===== config.mk =====
export PLATFORM = sky130hd
export DESIGN_NAME = id_exe_pipe_stage_flat
export DESIGN_NICKNAME = d
export VERILOG_FILES = /design/src/rtl/id_exe_pipe_stage_if.sv /design/src/rtl/id_exe_pipe_stage.sv /design/src/flat_wrapper.sv
export SDC_FILE = /design/constraint.sdc
export NUM_CORES = 1
export LEC_CHECK = 0
export CAP_MARGIN = 20
export CORE_ASPECT_RATIO = 2
export CORE_UTILIZATION = 40
export CTS_BUF_LIST = sky130_fd_sc_hd__clkbuf_8 sky130_fd_sc_hd__clkbuf_16
export CTS_CLUSTER_DIAMETER = 50
export DETAILED_ROUTE_END_ITERATION = 12
export DONT_BUFFER_PORTS = 1
export PLACE_DENSITY = 0.56
export SYNTH_ARGS = -nofsm -noshare
export SYNTH_HDL_FRONTEND = slang
export SYNTH_SLANG_ARGS = --single-unit

===== constraint.sdc =====
create_clock -name clk -period 2 [get_ports clk]
set_clock_uncertainty 0.1 [all_clocks]
set_input_delay 0.5 -clock clk [delete_from_list [all_inputs] [get_ports clk]]
set_output_delay 0.5 -clock clk [all_outputs]
set_load 0.01 [all_outputs]

===== src/rtl/id_exe_pipe_stage_if.sv =====
// Handshake and payload bundle between the ID stage, the ID/EXE register and the EXE stage.
// The master side is the pipeline environment (decoder, hazard unit, execute); the slave side is the stage.
interface id_exe_pipe_stage_if #(
    parameter int CTRL_W = 16,
    parameter int DATA_W = 256
);
    logic              in_valid;
    logic              in_ready;
    logic [CTRL_W-1:0] in_ctrl;
    logic [DATA_W-1:0] in_data;
    logic              flush;
    logic              out_valid;
    logic              out_ready;
    logic [CTRL_W-1:0] out_ctrl;
    logic [DATA_W-1:0] out_data;

    modport master (
        output in_valid, in_ctrl, in_data, flush, out_ready,
        input  in_ready, out_valid, out_ctrl, out_data
    );

    modport slave (
        input  in_valid, in_ctrl, in_data, flush, out_ready,
        output in_ready, out_valid, out_ctrl, out_data
    );
endinterface


===== src/rtl/id_exe_pipe_stage.sv =====
// ID->EXE pipeline register with valid/ready handshake, flush, control zeroing on bubbles,
// optional two-entry skid buffer (registered in_ready) and a saturating stall-cycle counter.
module id_exe_pipe_stage #(
    parameter int CTRL_W = 16,
    parameter int DATA_W = 256,
    parameter int SKID   = 1,
    parameter int CNT_W  = 16
) (
    input  logic               clk,
    input  logic               rst_n,
    id_exe_pipe_stage_if.slave bus,
    output logic [1:0]         occupancy,
    output logic [CNT_W-1:0]   stall_cnt
);
    localparam logic [CNT_W-1:0] CNT_MAX = {CNT_W{1'b1}};
    localparam logic [CNT_W-1:0] CNT_ONE = {{(CNT_W-1){1'b0}}, 1'b1};

    logic              main_valid_r, main_valid_n;
    logic [CTRL_W-1:0] main_ctrl_r,  main_ctrl_n;
    logic [DATA_W-1:0] main_data_r,  main_data_n;
    logic              skid_valid_r, skid_valid_n;
    logic [CTRL_W-1:0] skid_ctrl_r,  skid_ctrl_n;
    logic [DATA_W-1:0] skid_data_r,  skid_data_n;
    logic              in_ready_r,   in_ready_n;
    logic [CNT_W-1:0]  stall_cnt_r,  stall_cnt_n;
    logic              in_ready_s;
    logic              accept_s;

    // Without a skid entry the ready path is combinational through out_ready.
    assign in_ready_s = (SKID != 0) ? in_ready_r : (!main_valid_r || bus.out_ready);
    assign accept_s   = bus.in_valid && in_ready_s;

    assign bus.in_ready  = in_ready_s;
    assign bus.out_valid = main_valid_r;
    assign bus.out_ctrl  = main_ctrl_r;
    assign bus.out_data  = main_data_r;
    assign occupancy     = {1'b0, main_valid_r} + {1'b0, skid_valid_r};
    assign stall_cnt     = stall_cnt_r;

    // Next-state for both entries; MAIN always holds the oldest item so ordering stays FIFO.
    always_comb begin
        main_valid_n = main_valid_r;
        main_ctrl_n  = main_ctrl_r;
        main_data_n  = main_data_r;
        skid_valid_n = skid_valid_r;
        skid_ctrl_n  = skid_ctrl_r;
        skid_data_n  = skid_data_r;
        if (bus.flush) begin
            main_valid_n = 1'b0;
            skid_valid_n = 1'b0;
        end else if (main_valid_r && !bus.out_ready) begin
            // Held head: a new item can only be taken into the skid entry.
            if (accept_s) begin
                skid_valid_n = 1'b1;
                skid_ctrl_n  = bus.in_ctrl;
                skid_data_n  = bus.in_data;
            end else begin
                skid_valid_n = skid_valid_r;
            end
        end else if (skid_valid_r) begin
            main_valid_n = 1'b1;
            main_ctrl_n  = skid_ctrl_r;
            main_data_n  = skid_data_r;
            skid_valid_n = 1'b0;
        end else if (accept_s) begin
            main_valid_n = 1'b1;
            main_ctrl_n  = bus.in_ctrl;
            main_data_n  = bus.in_data;
        end else begin
            main_valid_n = 1'b0;
        end
        // A bubble must never carry write enables into EXE.
        if (!main_valid_n) begin
            main_ctrl_n = {CTRL_W{1'b0}};
        end else begin
            main_ctrl_n = main_ctrl_n;
        end
        in_ready_n = !skid_valid_n;
    end

    // Saturating count of cycles where EXE refuses a valid instruction.
    always_comb begin
        if (main_valid_r && !bus.out_ready && (stall_cnt_r != CNT_MAX)) begin
            stall_cnt_n = stall_cnt_r + CNT_ONE;
        end else begin
            stall_cnt_n = stall_cnt_r;
        end
    end

    // State registers, asynchronously cleared.
    always_ff @(posedge clk or negedge rst_n) begin
        if (!rst_n) begin
            main_valid_r <= 1'b0;
            main_ctrl_r  <= {CTRL_W{1'b0}};
            main_data_r  <= {DATA_W{1'b0}};
            skid_valid_r <= 1'b0;
            skid_ctrl_r  <= {CTRL_W{1'b0}};
            skid_data_r  <= {DATA_W{1'b0}};
            in_ready_r   <= 1'b1;
            stall_cnt_r  <= {CNT_W{1'b0}};
        end else begin
            main_valid_r <= main_valid_n;
            main_ctrl_r  <= main_ctrl_n;
            main_data_r  <= main_data_n;
            skid_valid_r <= skid_valid_n;
            skid_ctrl_r  <= skid_ctrl_n;
            skid_data_r  <= skid_data_n;
            in_ready_r   <= in_ready_n;
            stall_cnt_r  <= stall_cnt_n;
        end
    end
endmodule


===== src/flat_wrapper.sv =====
// flat-port wrapper written by rule: the top's interface ports become plain ports
module id_exe_pipe_stage_flat 
#(
    parameter int CTRL_W = 16,
    parameter int DATA_W = 256,
    parameter int SKID   = 1,
    parameter int CNT_W  = 16
)
  (clk, rst_n, occupancy, stall_cnt, bus_in_valid, bus_in_ctrl, bus_in_data, bus_flush, bus_out_ready, bus_in_ready, bus_out_valid, bus_out_ctrl, bus_out_data);
  id_exe_pipe_stage_if #(.CTRL_W(CTRL_W), .DATA_W(DATA_W)) bus_i ();
  input  logic clk;
  input  logic rst_n;
  output logic [1:0] occupancy;
  output logic [CNT_W-1:0] stall_cnt;
  input wire logic [$bits(bus_i.in_valid)-1:0] bus_in_valid;
  input wire logic [$bits(bus_i.in_ctrl)-1:0] bus_in_ctrl;
  input wire logic [$bits(bus_i.in_data)-1:0] bus_in_data;
  input wire logic [$bits(bus_i.flush)-1:0] bus_flush;
  input wire logic [$bits(bus_i.out_ready)-1:0] bus_out_ready;
  output wire logic [$bits(bus_i.in_ready)-1:0] bus_in_ready;
  output wire logic [$bits(bus_i.out_valid)-1:0] bus_out_valid;
  output wire logic [$bits(bus_i.out_ctrl)-1:0] bus_out_ctrl;
  output wire logic [$bits(bus_i.out_data)-1:0] bus_out_data;
  assign bus_i.in_valid = bus_in_valid;
  assign bus_i.in_ctrl = bus_in_ctrl;
  assign bus_i.in_data = bus_in_data;
  assign bus_i.flush = bus_flush;
  assign bus_i.out_ready = bus_out_ready;
  assign bus_in_ready = bus_i.in_ready;
  assign bus_out_valid = bus_i.out_valid;
  assign bus_out_ctrl = bus_i.out_ctrl;
  assign bus_out_data = bus_i.out_data;
  id_exe_pipe_stage #(.CTRL_W(CTRL_W), .DATA_W(DATA_W), .SKID(SKID), .CNT_W(CNT_W)) u_core (.clk(clk), .rst_n(rst_n), .bus(bus_i), .occupancy(occupancy), .stall_cnt(stall_cnt));
endmodule

==> results of run 1 <==
logic make-up (layout without fill, tap and decap cells):
kind of cell,Yosys count,in the layout
multiplexers,546,546
adder cells (fa/ha/maj),2,2
AO/OA/AOI/OAI,281,281
flip-flops,563,563
XOR/XNOR,10,10
AND/OR/NAND/NOR,310,310
buffers and inverters,124,461
other,0,4
synth_stat cells (3+ instances only):
library cell                 n
sky130_fd_sc_hd__buf_1      12
sky130_fd_sc_hd__buf_12      9
sky130_fd_sc_hd__o21a_1      3
sky130_fd_sc_hd__dfrtp_1   562
sky130_fd_sc_hd__o21ai_1    44
sky130_fd_sc_hd__mux2_4     80
sky130_fd_sc_hd__mux2i_1   272
sky130_fd_sc_hd__buf_2      39
sky130_fd_sc_hd__mux2_2    194
sky130_fd_sc_hd__xor2_1      8
sky130_fd_sc_hd__nand3_1     6
sky130_fd_sc_hd__nand4_1     5
sky130_fd_sc_hd__clkbuf_1   40
sky130_fd_sc_hd__nand2_1   275
sky130_fd_sc_hd__nor4_1      5
sky130_fd_sc_hd__o21ai_0   229
sky130_fd_sc_hd__buf_4      20
cell usage in the layout, fill, tap and decap left out, types with 2 or more instances in the layout:
cell,netlist,final
sky130_fd_sc_hd__nand2_1,275,269
sky130_fd_sc_hd__nor3_1,2,2
sky130_fd_sc_hd__clkbuf_16,0,55
sky130_fd_sc_hd__buf_4,20,60
sky130_fd_sc_hd__buf_12,9,27
sky130_fd_sc_hd__xor2_1,8,8
sky130_fd_sc_hd__buf_6,2,2
sky130_fd_sc_hd__dlygate4sd3_1,0,273
sky130_fd_sc_hd__bufinv_16,0,7
sky130_fd_sc_hd__nand2_2,0,6
sky130_fd_sc_hd__o21ai_1,44,68
sky130_fd_sc_hd__dfrtp_1,562,561
sky130_fd_sc_hd__nand4_1,5,5
sky130_fd_sc_hd__and3_1,2,2
sky130_fd_sc_hd__a21oi_1,2,2
sky130_fd_sc_hd__mux2_2,194,194
sky130_fd_sc_hd__clkinv_2,0,4
sky130_fd_sc_hd__clkbuf_8,0,9
sky130_fd_sc_hd__inv_6,0,2
sky130_fd_sc_hd__mux2i_1,272,272
sky130_fd_sc_hd__buf_16,0,4
sky130_fd_sc_hd__o21a_1,3,3
sky130_fd_sc_hd__nor4_1,5,5
sky130_fd_sc_hd__inv_1,2,15
sky130_fd_sc_hd__nor2_1,2,2
sky130_fd_sc_hd__nand3_1,6,6
sky130_fd_sc_hd__diode_2,0,4
sky130_fd_sc_hd__o21ai_0,229,205
sky130_fd_sc_hd__mux2_4,80,80
sky130_fd_sc_hd__xnor2_1,2,2
what timing repair did:
| item | in CTS | in global routing |
|---|---|---|
| buffers inserted | 3 | 3 |
| pin swaps | 1 | 2 |
| gates resized for setup | 4 | 34 |
| hold endpoints to repair | 1008 | 563 |
| gates cloned | 0 | 4 |
| endpoints found under the setup margin | 2 | 82 |
layer usage:
| metal | GRT usage [%] | wire length (um) | vias up |
|---|---|---|---|
| met5 | 0 | 13 | - |
| met4 | 9.04 | 2630 | 2 |
| met3 | 6.49 | 5390 | 126 |
| met2 | 34.6 | 30700 | 532 |
| met1 | 23.0 | 23900 | 7434 |
| li1 | - | - | 6985 |
power by group:
group          total [uW]  internal (uW)  switching (uW)
logic                3950           2460            1490
registers           15900          13800            2120
clock network       10300           5880            4370
through the flow:
step           total power, uW  cells  utilization [%]  hold slack [ns]
2_1_floorplan            18200   1836                -            0.104
3_5_place_dp             19500   2570             42.6            0.111
6_report                 30100   2945             50.6           -0.474
5_1_grt                  31500   2944             50.6           -0.513
4_1_cts                  30300   2934             50.3           -0.521
3_3_place_gp             19200   2570             42.6            0.116
worst max path at each step:
stage                          from                  endpoint  slack (ns)  cells past startpoint
2_1_floorplan         bus_out_ready   u_core.skid_data_r[142]      0.0006                      8
3_3_place_gp          bus_out_ready   u_core.skid_data_r[227]       -0.03                      6
3_5_place_dp          bus_out_ready   u_core.skid_data_r[227]       -0.03                      6
4_1_cts         u_core.skid_valid_r              occupancy[0]       -0.03                      1
5_1_grt        u_core.bus.out_valid    u_core.bus.out_data[2]       -0.04                      7
6_report                      rst_n  u_core.bus.out_data[141]       -0.10                      0
flip-flops by register name, summed over array words and instances (netlist names):
register,flops
u_core.bus.out_data,256
u_core.skid_data_r,256
u_core.bus.out_ctrl,16
u_core.skid_ctrl_r,16
u_core.stall_cnt,16
u_core.bus.in_ready,1
u_core.bus.out_valid,1
u_core.skid_valid_r,1
layout make-up:
type | count | area [um^2] | area share (%)
Sequential cell | 563 | 14100 | 47.4
Multi-Input combinational cell | 1149 | 8970 | 30.2
Timing Repair Buffer | 370 | 3960 | 13.3
Clock buffer | 60 | 1400 | 4.71
Tap cell | 768 | 961 | 3.23
Clock inverter | 29 | 333 | 1.12
Antenna cell | 4 | 10.0 | 0.0337
Inverter | 2 | 7.51 | 0.0253
==> results.md, run 1 <==
- The die boundary height is 347 um.
- In this run the remaining antenna-violating nets after routing total 0.
- The detailed-placement wirelength estimate is 41200 um.
- The count of buffers added on input and output ports is 0.
- The die footprint is 0.0605 mm^2.
- The initial DRC count is 713.
- The startpoint type of the worst setup path is an input pin.
- The worst path uses 105% of the clock period.
- The routed design could run at a clock period as short as 2.10 ns.
- The standby leakage power is 0.0127 uW.
- In this run, synthesis inferred 0 flip-flops with an integrated enable.
- Summing the areas of all compound-gate instances in the mapped netlist gives 5.98% of the synthesized area.
- After synthesis the netlist holds a flip-flop and latch count of 563.
- The share of cells above drive strength 1 is 21.4%.
- For this run, the post-layout net count is 2415.
- The minimum setup slack in the final design is -0.101 ns.
- The dominant cell type by area after synthesis is sky130_fd_sc_hd__dfrtp_1.
- In this run the register-to-register setup slack is 0.01 ns.
- The critical path class is in -> async.
- Across the run, the number of max-cap violations was 0.
- The total wire length after detailed routing is 62600 um.
- The final route contains 15100 vias.
- The mux share of post-synthesis cell area is 25.7%.
- The path class of the tightest hold or removal check is in -> async.
- Ranked by total cell area, the synthesized netlist is headed by sky130_fd_sc_hd__dfrtp_1 (59%), sky130_fd_sc_hd__mux2i_1 (11%), sky130_fd_sc_hd__mux2_2 (9.2%).
- The synthesized netlist devotes 5.40% of its cell area to simple gates.
- The final reports fail on hold timing, slew limit, setup timing.
- The area share of xor/xnor cells in the synthesized design is 0.369%.
- For this run, the number of Yosys warnings is 0.
- The number of filler cells placed in the layout is 5079.
- The design area is 0.0297 mm^2.
- Summed over its instances, the top area cell type makes up 59.2% of the synthesized netlist area.
- The total nets after synthesis is 2115.
- The launch point of the worst reg-to-reg path is u_core.bus.out_valid.
- The total number of clock tree sinks is 563.
- After clock tree synthesis, the clock-pin slew on the worst setup and hold paths is 0.06 ns.
- The area of the core is 0.0588 mm^2.
- Dividing the detail-routed via count by the number of cells gives 5.12.
- The dominant synthesized flop cell is sky130_fd_sc_hd__dfrtp_1.
- For this run, the register share of the synthesized area comes to 59.3%.
- The number of buffers created by CTS is 50.
- The async set-reset flop share out of synthesis is 100%.
- The combined area of all synthesized cells is 0.0238 mm^2.
- Static timing analysis puts the maximum clock frequency at 0.476 GHz.
- The global router's overall resource usage is 20.3%.
- The first global-routing pass estimated 96500 um of wire.
- The congestion estimate from routability-driven global placement came to 0.824.
- Setup repair after global routing could not meet its margin everywhere.
- Entering global routing, the biggest net connects 564 pins.
- After Yosys synthesis, full adders, half adders and majority gates account for 0.105% of the synthesized area.
- The floorplan step set the die width to 174 um.
- STA classifies the critical path endpoint as an async pin.
- Relative to the synthesized area, the layout overhead comes to 25.1%.
- The relative max-transition margin is -102%.
- The first TritonRoute pass finished after 5 iterations.
- Setup total negative slack on the finished layout was measured at -8.42 ns.
- After synthesis, the largest family of logic cells by area is multiplexers.
- The hold violation count in the final report is 269.
- Once the floorplan was initialized, standard cells occupied 40.4% of the core.
- The slew at the pin closest to its max-slew limit is 3.03 ns.
- No sink is reached through more buffers than the 3 on the longest clock path.
- The power density normalized to cell area is 1010 mW/mm^2.
- The root buffer cell chosen for the clock tree is sky130_fd_sc_hd__clkbuf_16.
- The run finished, with violations left.
- The number of core rows is 126.
- The count of mapped cells out of synthesis is 1836.
- The instance area after placement is 0.0250 mm^2.
- The via count of the first global-routing pass is 16500.
- The worst path required time is 1.91 ns.
- The max-slew violation total from the final report was 340.
- The synthesized netlist contains 40 unique library cells.
- In this run the worst path has a maximum fanout of 563.
- TritonCTS built the clock tree.
- The count of final setup violators is 119.
- For this run, design rule violations remaining after detail routing come to 0.
- The total I/O pin count is 569.
- The worst ir drop on vdd is 844 uV.
- Dividing the synthesized area by the synthesized cell count gives 12.9 um^2.
- In this run, post-CTS hold repair placed 273 buffers.
- The worst register-to-register path has a depth of 7.
- STA puts the critical path data arrival time at 2.01 ns.
- The post-placement setup slack is -0.0314 ns.
- Clock latency on the worst-skew pair, taken at its later pin, is 0.58 ns.
- The initial antenna violation count is 5.
- On the final layout, the worst hold slack is -0.474 ns.
- The leftover overflow at the end of global routing is 0.
- In this run the critical register-to-register path is captured at u_core.bus.out_data[95].
- The H-tree generated during clock tree synthesis spans 2 levels.
- The wire length per cell after detailed routing is 21.3 um.
Note: power is estimated with default switching activity, not from simulation.
==> run 2, diff against run 1 <==
- CAP_MARGIN: 20 -> not set
- MAX_ROUTING_LAYER: not set -> met4
==> results.md, run 2 (synthesis gave the netlist of run 1 again) <==
- The worst path required time is 1.64 ns (was 1.91 ns).
- The standby leakage power was 0.0127 uW (about the same).
- The number of filler cells placed in the layout is 5078 (was 5079).
- The H-tree level count came to 2 (unchanged).
- The area of the core is 0.0588 mm^2 (unchanged).
- The total wire length after detailed routing is 62600 um (about the same).
- The timing-limited maximum frequency was 0.455 GHz (was 0.476 GHz).
- The maximum fanout count along the critical path was 563 (unchanged).
- The max-slew violation total from the final report is 335 (was 340).
- The clock tree from TritonCTS is yes (unchanged).
- The initial cell density of the core is 40.4% (unchanged).
- The die footprint is 0.0605 mm^2 (unchanged).
- The total number of clock tree sinks came to 563 (unchanged).
- The maximum clock insertion buffer count is 3 (unchanged).
- The logic depth of the worst register-to-register path came to 7 (unchanged).
- Violated checks: hold timing, slew limit, setup timing (unchanged).
- The first-pass iteration count of the detailed router is 7 (was 5).
- The launch point of the worst reg-to-reg path was u_core.bus.out_valid (unchanged).
- The maximum number of pins on one net before global-route repair is 564 (unchanged).
- The worst hold margin is -0.475 ns (was -0.474 ns).
- The power density normalized to cell area is 1010 mW/mm^2 (about the same).
- The initial antenna violation count is 5 (unchanged).
- The residual antenna-violating net count after detailed routing came to 0 (unchanged).
- The capture point of the worst reg-to-reg path is u_core.bus.out_data[95] (unchanged).
- The minimum period implied by the final worst setup slack came to 2.20 ns (was 2.10 ns).
- The die boundary height came to 347 um (unchanged).
- The hold violation count in the final report is 341 (was 269).
- The count of final setup violators is 1 (was 119).
- The detailed-placement wirelength estimate is 41200 um (unchanged).
- The worst ir drop on vdd came to 851 uV (was 844 uV).
- The startpoint type of the worst setup path is an input pin (unchanged).
- The endpoint arrival time on the critical path came to 1.84 ns (was 2.01 ns).
- The number of remaining DRC errors is 0 (unchanged).
- The x dimension of the die is 174 um (unchanged).
- The minimum setup slack in the final design is -0.200 ns (was -0.101 ns).
- The critical path class is in -> async (unchanged).
- The cell count after placement came to 2570 (unchanged).
- Status: complete, but fails checks (unchanged).
- The clock root buffer is sky130_fd_sc_hd__clkbuf_16 (unchanged).
- The worst-case register-to-register setup slack is 0.02 ns (was 0.01 ns).
- The global-route wire length before repair is 96400 um (was 96500 um).
- The global router's overall resource usage is 20.9% (was 20.3%).
- The share of the clock period used by the worst path after layout was 110% (was 105%).
- The number of vias per cell came to 5.15 (was 5.12).
- The clock insertion delay at the later pin of the skew report came to 0.58 ns (about the same).
- The share of cells above drive strength 1 came to 21.3% (was 21.4%).
- The post-placement setup slack is -0.0314 ns (unchanged).
- The clock-pin slew on the worst setup and hold paths was 0.07 ns (was 0.06 ns).
- The final RePlAce weighted congestion is 0.837 (was 0.824).
- The overall power after layout is 30100 uW (about the same).
- The leftover overflow at the end of global routing is 0 (unchanged).
- The element type at the critical path end was an async pin (unchanged).
- The slew at the pin closest to its max-slew limit is 2.68 ns (was 3.03 ns).
- The total number of nets in the final design is 2416 (was 2415).
- The class of the tightest hold or removal check is in -> async (unchanged).
- The relative max-transition margin is -78.4% (was -102%).
- The number of standard cells in the final layout excluding fillers is 2947 (was 2945).
- The total I/O pin count was 569 (unchanged).
- The via count of the first global-routing pass is 16500 (about the same).
- The initial DRC count is 755 (was 713).
- The number of core rows is 126 (unchanged).
- The reported max-cap violation count is 0 (unchanged).
- The number of buffers created by CTS is 50 (unchanged).
- The number of buffers inserted for hold repair after clock tree synthesis is 273 (unchanged).
- The wire length per cell after detailed routing is 21.2 um (was 21.3 um).
- Top library cells by usage in the layout, fill and taps aside: sky130_fd_sc_hd__dfrtp_1 (561), sky130_fd_sc_hd__dlygate4sd3_1 (273), sky130_fd_sc_hd__mux2i_1 (272) (unchanged).
- RSZ-0062 raised after global routing: true (unchanged).
- The count of port buffers added during placement came to 0 (unchanged).
- The area growth from synthesis to layout was 25.1% (about the same).
- The most common cell after layout, fill and taps aside was sky130_fd_sc_hd__dfrtp_1 (unchanged).
- The total via count in the routed design was 15200 (was 15100).
-- run 2: cell count changes in the layout (fill, tap and decap cells not counted) --
cell and change:
sky130_fd_sc_hd__nand2_2 -1, sky130_fd_sc_hd__nand2_1 +1, sky130_fd_sc_hd__diode_2 +1, sky130_fd_sc_hd__buf_4 +1
-- run 2: worst reg2reg max path: stages, from the launching register on --
cell and delay, ns:
sky130_fd_sc_hd__dfrtp_1 0.40, sky130_fd_sc_hd__buf_4 0.15, sky130_fd_sc_hd__nor2b_2 0.17, sky130_fd_sc_hd__or3_4 0.45, sky130_fd_sc_hd__buf_16 0.20, sky130_fd_sc_hd__clkbuf_16 0.23
sky130_fd_sc_hd__nand2_1 0.09, sky130_fd_sc_hd__o21ai_0 0.07
-- run 2: area by class of cell --
| type | count | area (um^2) | area share [%] |
|---|---|---|---|
| flip-flops and latches | 563 | 14100 | 47.4 |
| multi-input cells | 1149 | 8970 | 30.2 |
| repair buffers | 371 | 3960 | 13.3 |
| clock buffers | 60 | 1400 | 4.71 |
| well taps | 768 | 961 | 3.23 |
| clock inverters | 29 | 333 | 1.12 |
| diodes | 5 | 12.5 | 0.0421 |
| inverters | 2 | 7.51 | 0.0252 |
-- run 2: timing repair --
action,CTS,global route
setup endpoints to repair,2,83
setup buffers,3,4
pin swaps,1,2
gates resized for setup,4,33
endpoints found under the hold margin,1008,563
gates cloned,0,4
-- run 2: worst max path at each step --
| stage | end | cells past startpoint | from | slack (ns) |
|---|---|---|---|---|
| 3_5_place_dp | u_core.skid_data_r[227] | 6 | bus_out_ready | -0.03 |
| 3_3_place_gp | u_core.skid_data_r[227] | 6 | bus_out_ready | -0.03 |
| 4_1_cts | occupancy[0] | 1 | u_core.skid_valid_r | -0.03 |
| 6_report | u_core.skid_valid_r | 0 | rst_n | -0.20 |
| 5_1_grt | occupancy[0] | 2 | u_core.bus.out_valid | -0.04 |
| 2_1_floorplan | u_core.skid_data_r[142] | 8 | bus_out_ready | 0.0006 |
-- run 2: per-stage QoR --
stage,hold WS [ns],area [um^2],TNS [ns],utilization (%)
after detailed placement,0.111,25000,-0.899,42.6
after global placement,0.116,25000,-0.567,42.6
after floorplan,0.104,23800,0,-
after global routing,-0.513,29700,-0.639,50.6
after CTS,-0.521,29600,-0.0465,50.3
final,-0.475,29700,-0.200,50.6
-- run 2: power breakdown --
group	switching [uW]	internal, uW	total, uW
Sequential	2120	13800	15900
Clock	4360	5880	10200
Combinational	1480	2460	3950
-- run 2: metal layers --
metal / routed length (um) / GRT usage (%)
met3: 5230 / 6.23
met2: 30600 / 34.7
met1: 24000 / 23.1
met4: 2750 / 9.06
met5: 0 / -
==> run 3, diff against run 2 <==
- CORE_ASPECT_RATIO: 2 -> 1.5
- MAX_ROUTING_LAYER: met4 -> not set
==> results.md, run 3 (synthesis gave the netlist of run 1 again) <==
- The area of the core is 0.0588 mm^2 (about the same).
- The timing-limited maximum frequency is 0.473 GHz (was 0.455 GHz).
- The number of standard cells in the final layout excluding fillers is 2961 (was 2947).
- The design area is 0.0298 mm^2 (was 0.0297 mm^2).
- The initial DRC count is 819 (was 755).
- The global router's overall resource usage is 20.1% (was 20.9%).
- The area growth from synthesis to layout is 25.5% (was 25.1%).
- The element type at the critical path end is an output pin (was async pin).
- The H-tree level count is 2 (unchanged).
- The total number of clock tree sinks is 563 (unchanged).
- The total I/O pin count came to 569 (unchanged).
- The wire length per cell after detailed routing is 20.8 um (was 21.2 um).
- The critical path goes through buf_16 > ha_4.
- Violated checks: hold timing, slew limit, setup timing (unchanged).
- The number of remaining DRC errors came to 0 (unchanged).
- The number of core rows is 109 (was 126).
- The detailed-placement wirelength estimate is 40200 um (was 41200 um).
- The total via count in the routed design came to 15100 (was 15200).
- The maximum fanout count along the critical path is 2 (was 563).
- The total net switching power is 8080 uW (was 7960 uW).
- The logic depth of the worst register-to-register path was 5 (was 7).
- The total number of nets in the final design is 2413 (was 2416).
- Among all stages on the critical path, the largest delay is contributed by sky130_fd_sc_hd__dfrtp_4.
- The max-slew violation total from the final report was 271 (was 335).
- The clock tree from TritonCTS is yes (unchanged).
- The critical path class is reg -> out (was in -> async).
- The first-pass iteration count of the detailed router is 4 (was 7).
- The overall power after layout is 30500 uW (was 30100 uW).
- The via count of the first global-routing pass was 16300 (was 16500).
- The final RePlAce weighted congestion came to 0.798 (was 0.837).
- The clock insertion delay at the later pin of the skew report is 0.60 ns (was 0.58 ns).
- The initial antenna violation count came to 5 (unchanged).
- The leftover overflow at the end of global routing was 0 (unchanged).
- The share of cells above drive strength 1 is 21.5% (was 21.3%).
- The x dimension of the die is 201 um (was 174 um).
- The worst stage delay on the critical path is 0.50 ns.
- The global-route wire length before repair was 95300 um (was 96400 um).
- The fraction of power consumed by sequential logic is 52.0% (was 52.8%).
- Status: complete, but fails checks (unchanged).
- The worst ir drop on vdd is 679 uV (was 851 uV).
- The power density normalized to cell area was 1020 mW/mm^2 (was 1010 mW/mm^2).
- The reported max-cap violation count is 0 (unchanged).
- The share of the clock period used by the worst path after layout is 106% (was 110%).
- The fraction of power consumed by combinational cells came to 12.8% (was 13.1%).
- The maximum clock insertion buffer count was 3 (unchanged).
- The beginning of the critical path is u_core.skid_valid_r (was rst_n).
- The post-placement setup slack is -0.0357 ns (was -0.0314 ns).
- The endpoint arrival time on the critical path is 1.51 ns (was 1.84 ns).
- Top library cells by usage in the layout, fill and taps aside: sky130_fd_sc_hd__dfrtp_1 (560), sky130_fd_sc_hd__nand2_1 (275), sky130_fd_sc_hd__dlygate4sd3_1 (274) (was sky130_fd_sc_hd__dfrtp_1 (561), sky130_fd_sc_hd__dlygate4sd3_1 (273), sky130_fd_sc_hd__mux2i_1 (272)).
- The clock-pin slew on the worst setup and hold paths is 0.06 ns (was 0.07 ns).
- The launch point of the worst reg-to-reg path is u_core.skid_valid_r (was u_core.bus.out_valid).
- The residual antenna-violating net count after detailed routing is 0 (unchanged).
- The number of buffers created by CTS is 55 (was 50).
- The class of the tightest hold or removal check was in -> async (unchanged).
- The number of buffers inserted for hold repair after clock tree synthesis was 274 (was 273).
- The slew at the pin closest to its max-slew limit was 2.27 ns (was 2.68 ns).
- The share of total power consumed by net switching is 26.5% (about the same).
- The worst path required time is 1.40 ns (was 1.64 ns).
- The cell count after placement came to 2570 (unchanged).
- The maximum number of pins on one net before global-route repair is 564 (unchanged).
- The internal power summed over all cells is 22400 uW (was 22100 uW).
- The termination of the worst setup path was occupancy[0] (was u_core.skid_valid_r).
- The capture point of the worst reg-to-reg path is u_core.bus.out_data[172] (was u_core.bus.out_data[95]).
- The die boundary height is 301 um (was 347 um).
- The initial cell density of the core is 40.4% (about the same).
- The setup TNS after final layout is -0.120 ns (was -0.200 ns).
- The die footprint came to 0.0604 mm^2 (was 0.0605 mm^2).
- The relative max-transition margin is -51.2% (was -78.4%).
- The clock root buffer is sky130_fd_sc_hd__clkbuf_16 (unchanged).
- The hold violation count in the final report is 508 (was 341).
- The worst-case register-to-register setup slack came to 0.07 ns (was 0.02 ns).
- The count of port buffers added during placement was 0 (unchanged).
- The number of vias per cell is 5.10 (was 5.15).
- RSZ-0062 raised after global routing: true (unchanged).
- The count of final setup violators is 2 (was 1).
- The worst hold margin came to -0.501 ns (was -0.475 ns).
- The instance area after placement is 0.0249 mm^2 (was 0.0250 mm^2).
- The startpoint type of the worst setup path is a flop (was input pin).
- The standby leakage power came to 0.0128 uW (was 0.0127 uW).
- The total wire length after detailed routing was 61700 um (was 62600 um).
- The minimum setup slack in the final design is -0.112 ns (was -0.200 ns).
- The part of the power in the clock network came to 35.2% (was 34.1%).
- The minimum period implied by the final worst setup slack is 2.11 ns (was 2.20 ns).
- The most common cell after layout, fill and taps aside is sky130_fd_sc_hd__dfrtp_1 (unchanged).
[run 3: changes by cell type in the layout (fill, tap and decap cells not counted), sizes merged]
cell,delta
buf,-9
bufbuf,+2
bufinv,-3
clkbuf,+10
clkinv,+8
dlygate4sd3,+1
inv,-4
[run 3: worst min path at each step]
| stage | start | end | slack, ns | cells after the start |
|---|---|---|---|---|
| 6_report | rst_n | u_core.skid_data_r[125] | -0.50 | 0 |
| 5_1_grt | rst_n | u_core.skid_data_r[125] | -0.54 | 0 |
| 4_1_cts | rst_n | u_core.skid_data_r[125] | -0.55 | 0 |
| 3_5_place_dp | rst_n | u_core.skid_data_r[125] | 0.11 | 0 |
| 3_3_place_gp | rst_n | u_core.bus.out_data[123] | 0.12 | 0 |
| 2_1_floorplan | rst_n | u_core.bus.out_ctrl[0] | 0.10 | 0 |
[run 3: layout make-up]
cell class	count	area, um^2
inverters	2	7.51
clock buffers	72	1630
well taps	777	972
flip-flops and latches	563	14100
diodes	5	12.5
fillers	5106	29000
multi-input cells	1149	8950
clock inverters	30	258
repair buffers	363	3900
[run 3: layer usage]
metal	vias up	routed length [um]	track usage (%)
met5	-	0	0
li1	7013	-	-
met3	115	4390	5.71
met1	7510	23600	22.7
met2	466	31600	35.7
met4	0	2120	7.69
[run 3: repair_timing]
item,in CTS,in global routing
gates resized for setup,7,9
hold endpoints to repair,1090,563
setup buffers,3,1
gates cloned,4,2
pin swaps,2,1
setup endpoints to repair,4,48
[run 3: metrics by stage]
stage / hold slack, ns / utilization (%)
3_3_place_gp: 0.117 / 42.4
4_1_cts: -0.548 / 50.6
6_report: -0.501 / 50.7
5_1_grt: -0.537 / 50.7
2_1_floorplan: 0.104 / -
3_5_place_dp: 0.113 / 42.4
[run 3: critical path: cells and delay by family, from the launching register on]
family,cells,cell delay [ns]
buf+inv,1,0.14
fa+ha+maj,1,0.27
flops,1,0.50
[run 3: power groups by stage]
stage | registers (uW) | logic (uW) | clock network [uW]
final | 15900 | 3910 | 10700
after global routing | 16100 | 4360 | 11400
after CTS | 15900 | 3910 | 11000
after detailed placement | 16100 | 3310 | 0
after global placement | 16000 | 3150 | 0
after floorplan | 15500 | 2730 | 0
